## src/rtl/pio_ram_arb_pkg.sv

```systemverilog
// Shared types and helpers for the PIO RAM read-channel arbiter.
package pio_ram_arb_pkg;

  localparam int unsigned DefNReq           = 4;
  localparam int unsigned DefAddrBits       = 16;
  localparam int unsigned DefDataBits       = 16;
  localparam int unsigned DefMaxOutstanding = 4;

  // Widest requester set the picker supports.
  localparam int unsigned MaxReq  = 8;
  localparam int unsigned IdxMaxW = 3;

  typedef enum logic {ARB_IDLE, ARB_LOCKED} arb_state_t;

  typedef struct packed {
    logic               found;
    logic [IdxMaxW-1:0] idx;
  } rr_pick_t;

  // First valid requester searching upward from last+1, wrapping at n_req.
  function automatic rr_pick_t rr_pick(input logic [MaxReq-1:0]  valid,
                                       input logic [IdxMaxW-1:0] last,
                                       input int unsigned        n_req);
    rr_pick_t    r;
    int unsigned idx;
    r = '0;
    for (int unsigned k = 1; k <= MaxReq; k++) begin
      idx = (32'(last) + k) % n_req;
      if (k <= n_req && !r.found && valid[idx[IdxMaxW-1:0]]) begin
        r.found = 1'b1;
        r.idx   = idx[IdxMaxW-1:0];
      end
    end
    return r;
  endfunction

endpackage

```

## src/rtl/pio_ram_tag_fifo.sv

```systemverilog
// In-order tag FIFO recording which requester owns each outstanding read.
module pio_ram_tag_fifo #(
  parameter int unsigned Width = 2,
  parameter int unsigned Depth = 4
) (
  input  logic                     clk,
  input  logic                     rst_n,
  input  logic                     push,
  input  logic [Width-1:0]         wdata,
  input  logic                     pop,
  output logic [Width-1:0]         head,
  output logic [$clog2(Depth):0]   count,
  output logic                     full,
  output logic                     empty
);

  localparam int unsigned AW = $clog2(Depth);

  logic [Width-1:0] mem_q [Depth];
  logic [AW-1:0]    wptr_q, rptr_q;
  logic [AW:0]      count_q;
  logic             push_en, pop_en;

  assign full    = (count_q == (AW+1)'(Depth));
  assign empty   = (count_q == '0);
  assign push_en = push && !full;
  assign pop_en  = pop && !empty;
  assign head    = mem_q[rptr_q];
  assign count   = count_q;

  // Depth is a power of two, so pointers wrap by natural overflow.
  always_ff @(posedge clk or negedge rst_n) begin
    if (!rst_n) begin
      wptr_q  <= '0;
      rptr_q  <= '0;
      count_q <= '0;
      for (int i = 0; i < Depth; i++) mem_q[i] <= '0;
    end else begin
      if (push_en) begin
        mem_q[wptr_q] <= wdata;
        wptr_q        <= wptr_q + 1'b1;
      end
      if (pop_en) rptr_q <= rptr_q + 1'b1;
      if (push_en && !pop_en)      count_q <= count_q + 1'b1;
      else if (!push_en && pop_en) count_q <= count_q - 1'b1;
    end
  end

endmodule

```

## src/rtl/pio_ram_read_arbiter.sv

```systemverilog
// Round-robin arbiter sharing the PIO RAM read channel; replies routed by tag FIFO.
module pio_ram_read_arbiter
  import pio_ram_arb_pkg::*;
#(
  parameter int unsigned N_REQ           = DefNReq,
  parameter int unsigned ADDR_BITS       = DefAddrBits,
  parameter int unsigned DATA_BITS       = DefDataBits,
  parameter int unsigned MAX_OUTSTANDING = DefMaxOutstanding
) (
  input  logic                       clk,
  input  logic                       rst_n,
  input  logic [N_REQ-1:0]           req_valid,
  input  logic [N_REQ*ADDR_BITS-1:0] req_addr,
  output logic [N_REQ-1:0]           req_ready,
  output logic [N_REQ-1:0]           resp_valid,
  output logic [DATA_BITS-1:0]       resp_data,
  output logic                       port_valid,
  output logic [ADDR_BITS-1:0]       port_addr,
  input  logic                       port_ready,
  input  logic                       port_resp_valid,
  input  logic [DATA_BITS-1:0]       port_resp_data,
  output logic                       err_orphan
);

  localparam int unsigned IdxW = $clog2(N_REQ);
  localparam int unsigned CntW = $clog2(MAX_OUTSTANDING) + 1;

  arb_state_t          state_q;
  logic [IdxW-1:0]     lock_idx_q, last_grant_q;
  logic [N_REQ-1:0]    resp_valid_q;
  logic [DATA_BITS-1:0] resp_data_q;
  logic                err_orphan_q;

  logic [MaxReq-1:0]   valid_ext;
  logic [IdxMaxW-1:0]  last_ext;
  rr_pick_t            pick;
  logic [IdxW-1:0]     sel, head;
  logic                accept, pop, full, empty;
  logic [CntW-1:0]     count;

  always_comb begin
    valid_ext              = '0;
    valid_ext[N_REQ-1:0]   = req_valid;
    last_ext               = '0;
    last_ext[IdxW-1:0]     = last_grant_q;
    pick                   = rr_pick(valid_ext, last_ext, N_REQ);
    sel = (state_q == ARB_LOCKED) ? lock_idx_q : pick.idx[IdxW-1:0];
    // Gated by rst_n so the command drops the instant reset asserts.
    port_valid = rst_n && ((state_q == ARB_LOCKED) || (pick.found && !full));
    port_addr  = req_addr[32'(sel) * ADDR_BITS +: ADDR_BITS];
    accept     = port_valid && port_ready;
    req_ready  = '0;
    if (accept) req_ready[sel] = 1'b1;
  end

  assign pop        = port_resp_valid && !empty;
  assign resp_valid = resp_valid_q;
  assign resp_data  = resp_data_q;
  assign err_orphan = err_orphan_q;

  always_ff @(posedge clk or negedge rst_n) begin
    if (!rst_n) begin
      state_q      <= ARB_IDLE;
      lock_idx_q   <= '0;
      last_grant_q <= IdxW'(N_REQ - 1);
    end else if (accept) begin
      state_q      <= ARB_IDLE;
      last_grant_q <= sel;
    end else if (state_q == ARB_IDLE && port_valid) begin
      state_q    <= ARB_LOCKED;
      lock_idx_q <= sel;
    end
  end

  always_ff @(posedge clk or negedge rst_n) begin
    if (!rst_n) begin
      resp_valid_q <= '0;
      resp_data_q  <= '0;
      err_orphan_q <= 1'b0;
    end else begin
      resp_valid_q <= '0;
      if (pop) begin
        resp_valid_q[head] <= 1'b1;
        resp_data_q        <= port_resp_data;
      end
      if (port_resp_valid && empty) err_orphan_q <= 1'b1;
    end
  end

  pio_ram_tag_fifo #(
    .Width (IdxW),
    .Depth (MAX_OUTSTANDING)
  ) u_tag_fifo (
    .clk   (clk),
    .rst_n (rst_n),
    .push  (accept),
    .wdata (sel),
    .pop   (pop),
    .head  (head),
    .count (count),
    .full  (full),
    .empty (empty)
  );

  count_bound_a: assert property (@(posedge clk) disable iff (!rst_n)
                                  count <= CntW'(MAX_OUTSTANDING));

endmodule

```

## config.mk

```make
export PLATFORM = sky130hd
export DESIGN_NAME = pio_ram_read_arbiter
export DESIGN_NICKNAME = d
export VERILOG_FILES = /design/src/rtl/pio_ram_arb_pkg.sv /design/src/rtl/pio_ram_tag_fifo.sv /design/src/rtl/pio_ram_read_arbiter.sv
export SDC_FILE = /design/constraint.sdc
export NUM_CORES = 1
export LEC_CHECK = 0
export BUFFER_PORTS_ARGS = -buffer_cell sky130_fd_sc_hd__buf_2
export CORE_UTILIZATION = 25
export CTS_CLUSTER_DIAMETER = 150
export DETAILED_ROUTE_END_ITERATION = 10
export GPL_ROUTABILITY_DRIVEN = 1
export GPL_TIMING_DRIVEN = 0
export SLEW_MARGIN = 20
export SYNTH_ARGS = -nofsm -noshare
export SYNTH_HDL_FRONTEND = slang
export SYNTH_SLANG_ARGS = --single-unit
```

## constraint.sdc

```tcl
create_clock -name clk -period 2.1 [get_ports clk]
set_input_delay 0.21 -clock clk [delete_from_list [all_inputs] [get_ports clk]]
set_output_delay 0.21 -clock clk [all_outputs]
set_load 0.03 [all_outputs]
```

* Yosys cells after proc, flatten, opt, wreduce, memory -nomap -nowiden
Cells that the tools add are included.
** Cells by class
- Shift operators :: 1
- Equal/unequal tests :: 1
- Divide/modulo/power cells :: 0
- Mux-type cells :: 29
- Bitwise gates (word level) :: 4
- Reductions and logical operators :: 28
- Magnitude comparators :: 11
- Multipliers :: 0
- Add/sub/neg operators :: 8
** Operators with widths (count)
- 64-bit by 7-bit indexed part select with 16-bit output :: 1
- 4-bit two-way mux :: 6
- 1-bit logical AND :: 16
- 2-bit by 4-bit less-than comparator with 1-bit output, second input constant :: 4
- 2-bit by 1-bit adder with 2-bit output, second input constant :: 4
- 1-bit binary-select mux with 2-bit select :: 4
- 8-bit bitwise mux :: 1
- 1-bit two-way mux :: 8
- 2-bit two-way mux :: 4
- 1-bit zero test :: 7
- 3-bit >= comparator, second input constant :: 2
- 2-bit by 3-bit less-than comparator with 1-bit output, second input constant :: 2
- 3-bit two-way mux :: 2
- 2-bit inverter with 3-bit output :: 2
- 2-bit adder, second input constant :: 2
- 2-bit binary-select mux with 2-bit select :: 1
- 1-bit demux with 2-bit select :: 2
- 2-bit demux with 2-bit select :: 1
- 2-bit by 1-bit >= comparator with 1-bit output, second input constant :: 2
- 2-bit nonzero test :: 2
- 3-bit by 1-bit adder with 3-bit output, second input constant :: 1
- 3-bit equality test, second input constant :: 1
- 3-bit zero test :: 1
- 3-bit by 1-bit less-than comparator with 1-bit output, second input constant :: 1
- 4 further kinds :: 5
** Word-level totals
- Output and inout port bits :: 42
- Memory bits (writable) :: 0
- ROM bits :: 0
- Register bits :: 41
- Bits in latches :: 0
- Memories kept :: 0
- Logic and storage cells :: 95

* Longest topological paths before layout
- Word-level depth :: 22
- Depth in mapped cells :: 10
- Gate-level depth less buffers :: 9

* Cells and area by module
A second synthesis with hierarchy kept.
** Unflattened totals
- Cells, all modules :: 204
- Area total of the unflattened synthesis :: 2448.6 um^2
** Modules (own cells, without submodules)
- pio_ram_read_arbiter :: times used 1, area an instance 1689.1 um^2, cells each 148, sequential area each 653.1 um^2
- pio_ram_tag_fifo :: times used 1, area an instance 759.5 um^2, cells each 56, sequential area each 375.4 um^2

* Worst setup path after synthesis
No wires, ideal clock.
- Path kind :: register to output
- Start point :: register last_grant_q[1]
- End point :: output req_ready[3]
- Required time :: 1.890 ns
- Data arrival time :: 2.315 ns
- Setup slack :: -0.425 ns
- Stages on the path, launching flop included :: 6
- Path buffers :: 1
- Cell sequence :: dfstp_2 -> buf_4 -> nand2_1 -> a311o_1 -> o21a_1 -> nor4_1
** Between the ends
- Word-level cells in the longest chain between the ends :: 19
** Ends and longest elaborated chain
- from (decl) :: RTL line pio_ram_read_arbiter.sv:29 : logic [IdxW-1:0] lock_idx_q, last_grant_q;
- from (signal assigned) :: RTL line pio_ram_read_arbiter.sv:65 : last_grant_q <= IdxW'(N_REQ - 1);
- from (signal assigned) :: RTL line pio_ram_read_arbiter.sv:68 : last_grant_q <= sel;
- 2-bit by 1-bit adder with 2-bit output :: RTL line pio_ram_arb_pkg.sv:28 : idx = (32'(last) + k) % n_req;
- 1-bit binary-select mux with 2-bit select :: RTL line pio_ram_arb_pkg.sv:29 : if (k <= n_req && !r.found && valid[idx[IdxMaxW-1:0]]) begin
- 1-bit two-way mux (not written as such) :: RTL line pio_ram_arb_pkg.sv:29
- 4-bit two-way mux :: RTL line pio_ram_arb_pkg.sv:29
- 1-bit zero test :: RTL line pio_ram_arb_pkg.sv:29
- 1-bit logical AND :: RTL line pio_ram_arb_pkg.sv:29
- 4-bit two-way mux :: RTL line pio_ram_arb_pkg.sv:29
- 1-bit zero test :: RTL line pio_ram_arb_pkg.sv:29
- (+3 left out)
- 1-bit logical AND :: RTL line pio_ram_arb_pkg.sv:29
- 4-bit two-way mux (*) :: RTL line pio_ram_arb_pkg.sv:29
- 2-bit two-way mux :: RTL line pio_ram_read_arbiter.sv:47 : sel = (state_q == ARB_LOCKED) ? lock_idx_q : pick.idx[IdxW-1:0];
- 2-bit by 3-bit less-than comparator with 1-bit output (not written as such) / 2-bit by 1-bit >= comparator with 1-bit output (equally long branches) :: RTL line pio_ram_read_arbiter.sv:53 : if (accept) req_ready[sel] = 1'b1;
- 1-bit logical AND (not written as such) :: RTL line pio_ram_read_arbiter.sv:53
- 1-bit two-way mux (not written as such) :: RTL line pio_ram_read_arbiter.sv:53
- 1-bit demux with 2-bit select :: RTL line pio_ram_read_arbiter.sv:53
- 4-bit two-way mux (*) :: RTL line pio_ram_read_arbiter.sv:53
- to (decl) :: RTL line pio_ram_read_arbiter.sv:14 : output logic [N_REQ-1:0] req_ready,
Every way passes the cells marked *; elsewhere a longest branch is shown, timed or not. The select of a mux whose other input is x is not followed.

* Worst setup path in the final report
- Start point :: register last_grant_q[1]
- End point :: output port_addr[15]
** Between the ends
- Word-level cells in the longest chain between the ends :: 15
** Ends and longest elaborated chain
- 2-bit by 1-bit adder with 2-bit output :: RTL line pio_ram_arb_pkg.sv:28
- 1-bit binary-select mux with 2-bit select :: RTL line pio_ram_arb_pkg.sv:29
- 1-bit two-way mux (not written as such) :: RTL line pio_ram_arb_pkg.sv:29
- 4-bit two-way mux :: RTL line pio_ram_arb_pkg.sv:29
- 1-bit zero test :: RTL line pio_ram_arb_pkg.sv:29
- 1-bit logical AND :: RTL line pio_ram_arb_pkg.sv:29
- 4-bit two-way mux :: RTL line pio_ram_arb_pkg.sv:29
- 1-bit zero test :: RTL line pio_ram_arb_pkg.sv:29
- 1-bit logical AND :: RTL line pio_ram_arb_pkg.sv:29
- 4-bit two-way mux :: RTL line pio_ram_arb_pkg.sv:29
- 1-bit zero test :: RTL line pio_ram_arb_pkg.sv:29
- 1-bit logical AND :: RTL line pio_ram_arb_pkg.sv:29
- 4-bit two-way mux (*) :: RTL line pio_ram_arb_pkg.sv:29
- 2-bit two-way mux (*) :: RTL line pio_ram_read_arbiter.sv:47
- 64-bit by 7-bit indexed part select with 16-bit output (*) :: RTL line pio_ram_read_arbiter.sv:50 : port_addr = req_addr[32'(sel) * ADDR_BITS +: ADDR_BITS];
- to (decl) :: RTL line pio_ram_read_arbiter.sv:18 : output logic [ADDR_BITS-1:0] port_addr,
Marks and branches as above.

==> summary.md <==
| Metric | Value |
|---|---|
| Unrepaired setup endpoints after global routing | `yes` |
| Num CTS Buffers | `5` |
| Avg Cell Area, Syn | `10.0 sq um` |
| Vias in the first global route | `2528` |
| Crit Path Max Fanout | `8` |
| Area contributors post-synth | `dfrtp_1 41%, mux2i_1 21%, nand2_1 11%, ha_1 2.6%, dfstp_2 2.2%` |
| Synthesized flop and latch total | `41` |
| Critical path endpoint category | `output pin` |
| Cells after DPL | `496` |
| Die area | `9920 sq um` |
| # diodes | `0` |
| Area of the multi-input gates | `1930 sq um` |
| Main synth FF type | `dfrtp_1` |
| Hold WC Path Type | `in2reg` |
| Critical path class | `reg2out` |
| Largest area contributor in the netlist | `dfrtp_1` |
| Routed wire length | `7690 um` |
| Clock buffer depth | `2` |
| MaxCap Viol Count | `0` |
| Via-to-Cell Ratio | `4.42` |
| Area growth syn-to-layout | `95.9%` |
| First-pass GRT wire length | `11600 um` |
| GRT Residual Overflow | `0` |
| Post-Syn Instances | `238` |
| Headroom to the max-slew limit | `69.1%` |
| Die Wd | `99.6 um` |
| Number of flops mapped to enable cells by yosys | `0` |
| Final HPWL DP | `4710 um` |
| Antenna violations before repair | `0` |
| Layout cell share with drive strength beyond 1 | `63.6%` |
| Worst EP arrival | `2.35 ns` |
| Max Slew Vio Count | `0` |
| Finished Core Util | `50.5%` |
| Average wire per standard cell | `13.9 um` |
| Via count | `2438` |
| Mapped Nets | `332` |
| F_max | `391 MHz` |
| First-pass detailed-route iteration total | `4` |
| Failing checks | `negative setup slack` |
| Initial core utilization | `25.8%` |
| Initial DRC Count | `85` |
| Fill count | `785` |
| RD Place Congestion | `0.750` |
| Largest net degree at the start of global routing | `40` |
| Flip-flop and latch area | `1030 sq um` |
| Least-Margin Pin Slew | `0.463 ns` |
| I/O pin count | `130` |
| H-tree depth | `2` |
| Share of the synthesized area in the top cell type | `41.0%` |
| CTS tree | `done` |
| Leak | `2.10 nW` |
| Sequential share of the synthesized area | `43.2%` |
| Root buffer cell | `clkbuf_8` |
| Clock latency on the worst-skew pair | `0.29 ns` |
| Clk slew on worst S/H paths | `0.09 ns` |
| GRT Overall Usage | `14.7%` |
| Placement Cell Area | `3570 sq um` |
| Final setup violation count | `21` |
| Critical path startpoint category | `flop` |
| Fin crit period | `2.56 ns` |
| Residual DRC | `0` |
| Async S/R FF share, synth | `100%` |
| Yosys warns | `0` |
| Max VDD drop | `0.906 mV` |
| IO buf count | `129` |
| Row Count | `35` |
| Clk_skew | `0.00524 ns` |
| Core area | `9240 sq um` |
| Status | `finished, violations left` |
| Worst hold slack | `0.0984 ns` |
| Post-Layout Inst Area | `4660 sq um` |
| Die Ht | `99.6 um` |
| Critical Path RT | `1.89 ns` |
| Fin. Hold Viols | `0` |
| Worst setup margin | `-0.458 ns` |
| Final period util | `122%` |
| Antenna viol nets, final | `0` |
| Yosys cell types | `37` |
| Nets@finish | `516` |
| Pwr per Cell Area | `1510 nW/um^2` |
| Finished Layout Cells | `552` |
| Setup TNS | `-7.99 ns` |
| Cell Area, Synth | `2380 sq um` |
| Clock sinks | `41` |
placed cells by master (no fill, tap or decap), types with 5 or more instances in the layout:
cell type	n
buf_16	5
buf_2	109
buf_4	37
buf_6	26
clkbuf_8	5
dfrtp_1	37
mux2i_4	46
nand2_1	68
nor2_1	5
o21ai_1	9
stage by stage:
stage / worst slack [ns] / power, W
after CTS: -0.464 / 0.00650
after detailed placement: -0.480 / 0.00481
after global placement: -0.416 / 0.00476
after global routing: -0.520 / 0.00743
after floorplan: -0.0798 / 0.00406
final: -0.458 / 0.00704
routing by layer:
layer	GRT usage [%]	up-vias	part of all wire, %
li1	-	1190	-
met1	16.2	1114	40
met2	28.6	128	52
met3	3.72	6	7.0
met4	2.71	0	0.73
met5	0	-	0
sequential cells by signal, summed over array words and instances, names as in the netlist:
| name | flops |
|---|---|
| err_orphan | 1 |
| u_tag_fifo.mem_q | 8 |
| u_tag_fifo.count | 3 |
| state_q | 1 |
| u_tag_fifo.wptr_q | 2 |
| last_grant_q | 2 |
| resp_valid | 4 |
| u_tag_fifo.rptr_q | 2 |
| resp_data | 16 |
| lock_idx_q | 2 |
path summary, 6_finish.rpt:
check | start | endpoint | slack, ns | cells past startpoint
max in group asynchronous | rst_n | u_tag_fifo.count[0] | 1.39 | 3
min | port_resp_data[4] | resp_data[4] | 0.1 | 3
max reg2reg | last_grant_q[1] | lock_idx_q[1] | -0.41 | 14
min in group asynchronous | rst_n | last_grant_q[1] | 0.48 | 2
min reg2reg | err_orphan | err_orphan | 0.46 | 1
max | last_grant_q[1] | port_addr[15] | -0.46 | 8
cells by family (layout without fill, tap and decap cells):
| kind of cell | count (synthesis) | count (layout) | synth area share, % |
|---|---|---|---|
| AND/OR/NAND/NOR | 90 | 90 | 15.8 |
| multiplexers | 56 | 56 | 24.9 |
| flip-flops | 41 | 41 | 43.2 |
| AO/OA/AOI/OAI | 22 | 22 | 6.36 |
| buffers and inverters | 17 | 202 | 4.05 |
| adder cells (fa/ha/maj) | 6 | 6 | 3.47 |
| XOR/XNOR | 6 | 6 | 2.21 |
final cells by class:
cell class | instances | share of cell area, %
buffer | 10 | 3.43
tap | 129 | 3.46
sequential | 41 | 22.1
timing repair buffer | 179 | 27.3
clock inverter | 3 | 0.376
multi-input combinational | 180 | 41.4
inverter | 5 | 0.402
clock buffer | 5 | 1.48
cell usage after synthesis, types with 2 or more instances:
cell type  count
o21ai_1        9
mux4_2         2
nor3_1         2
nor2b_1        4
buf_6          3
xnor2_1        4
o21a_1         2
buf_4          2
and3_1         2
xor2_1         2
mux2_2         3
nor2_1         6
clkbuf_1       5
dfrtp_1       39
mux2i_1       50
a21oi_1        3
ha_1           5
inv_1          5
dfstp_2        2
nand2_1       70
buf_2          2
where the power goes:
group          internal, W  switching, W
Sequential         0.00112      0.000209
Clock             0.000230      0.000285
Combinational      0.00277       0.00242
Total              0.00412       0.00292
repair_timing:
item                                    4_1_cts  5_1_grt
resized for setup                            82       37
hold buffers                                  2        0
gates cloned                                  2        2
hold endpoints to repair                     39        0
setup buffers                                29       15
pin swaps                                     7        4
endpoints found under the setup margin       22       27
worst max-delay path: stages (launching register included):
cell	delay, ns
dfstp_2	0.60
nand2_2	0.07
a311o_1	0.31
o21ai_4	0.19
buf_12	0.18
clkbuf_16	0.19
mux2i_4	0.27
mux2i_4	0.10
buf_6	0.14
(Power assumes the default switching activity.)
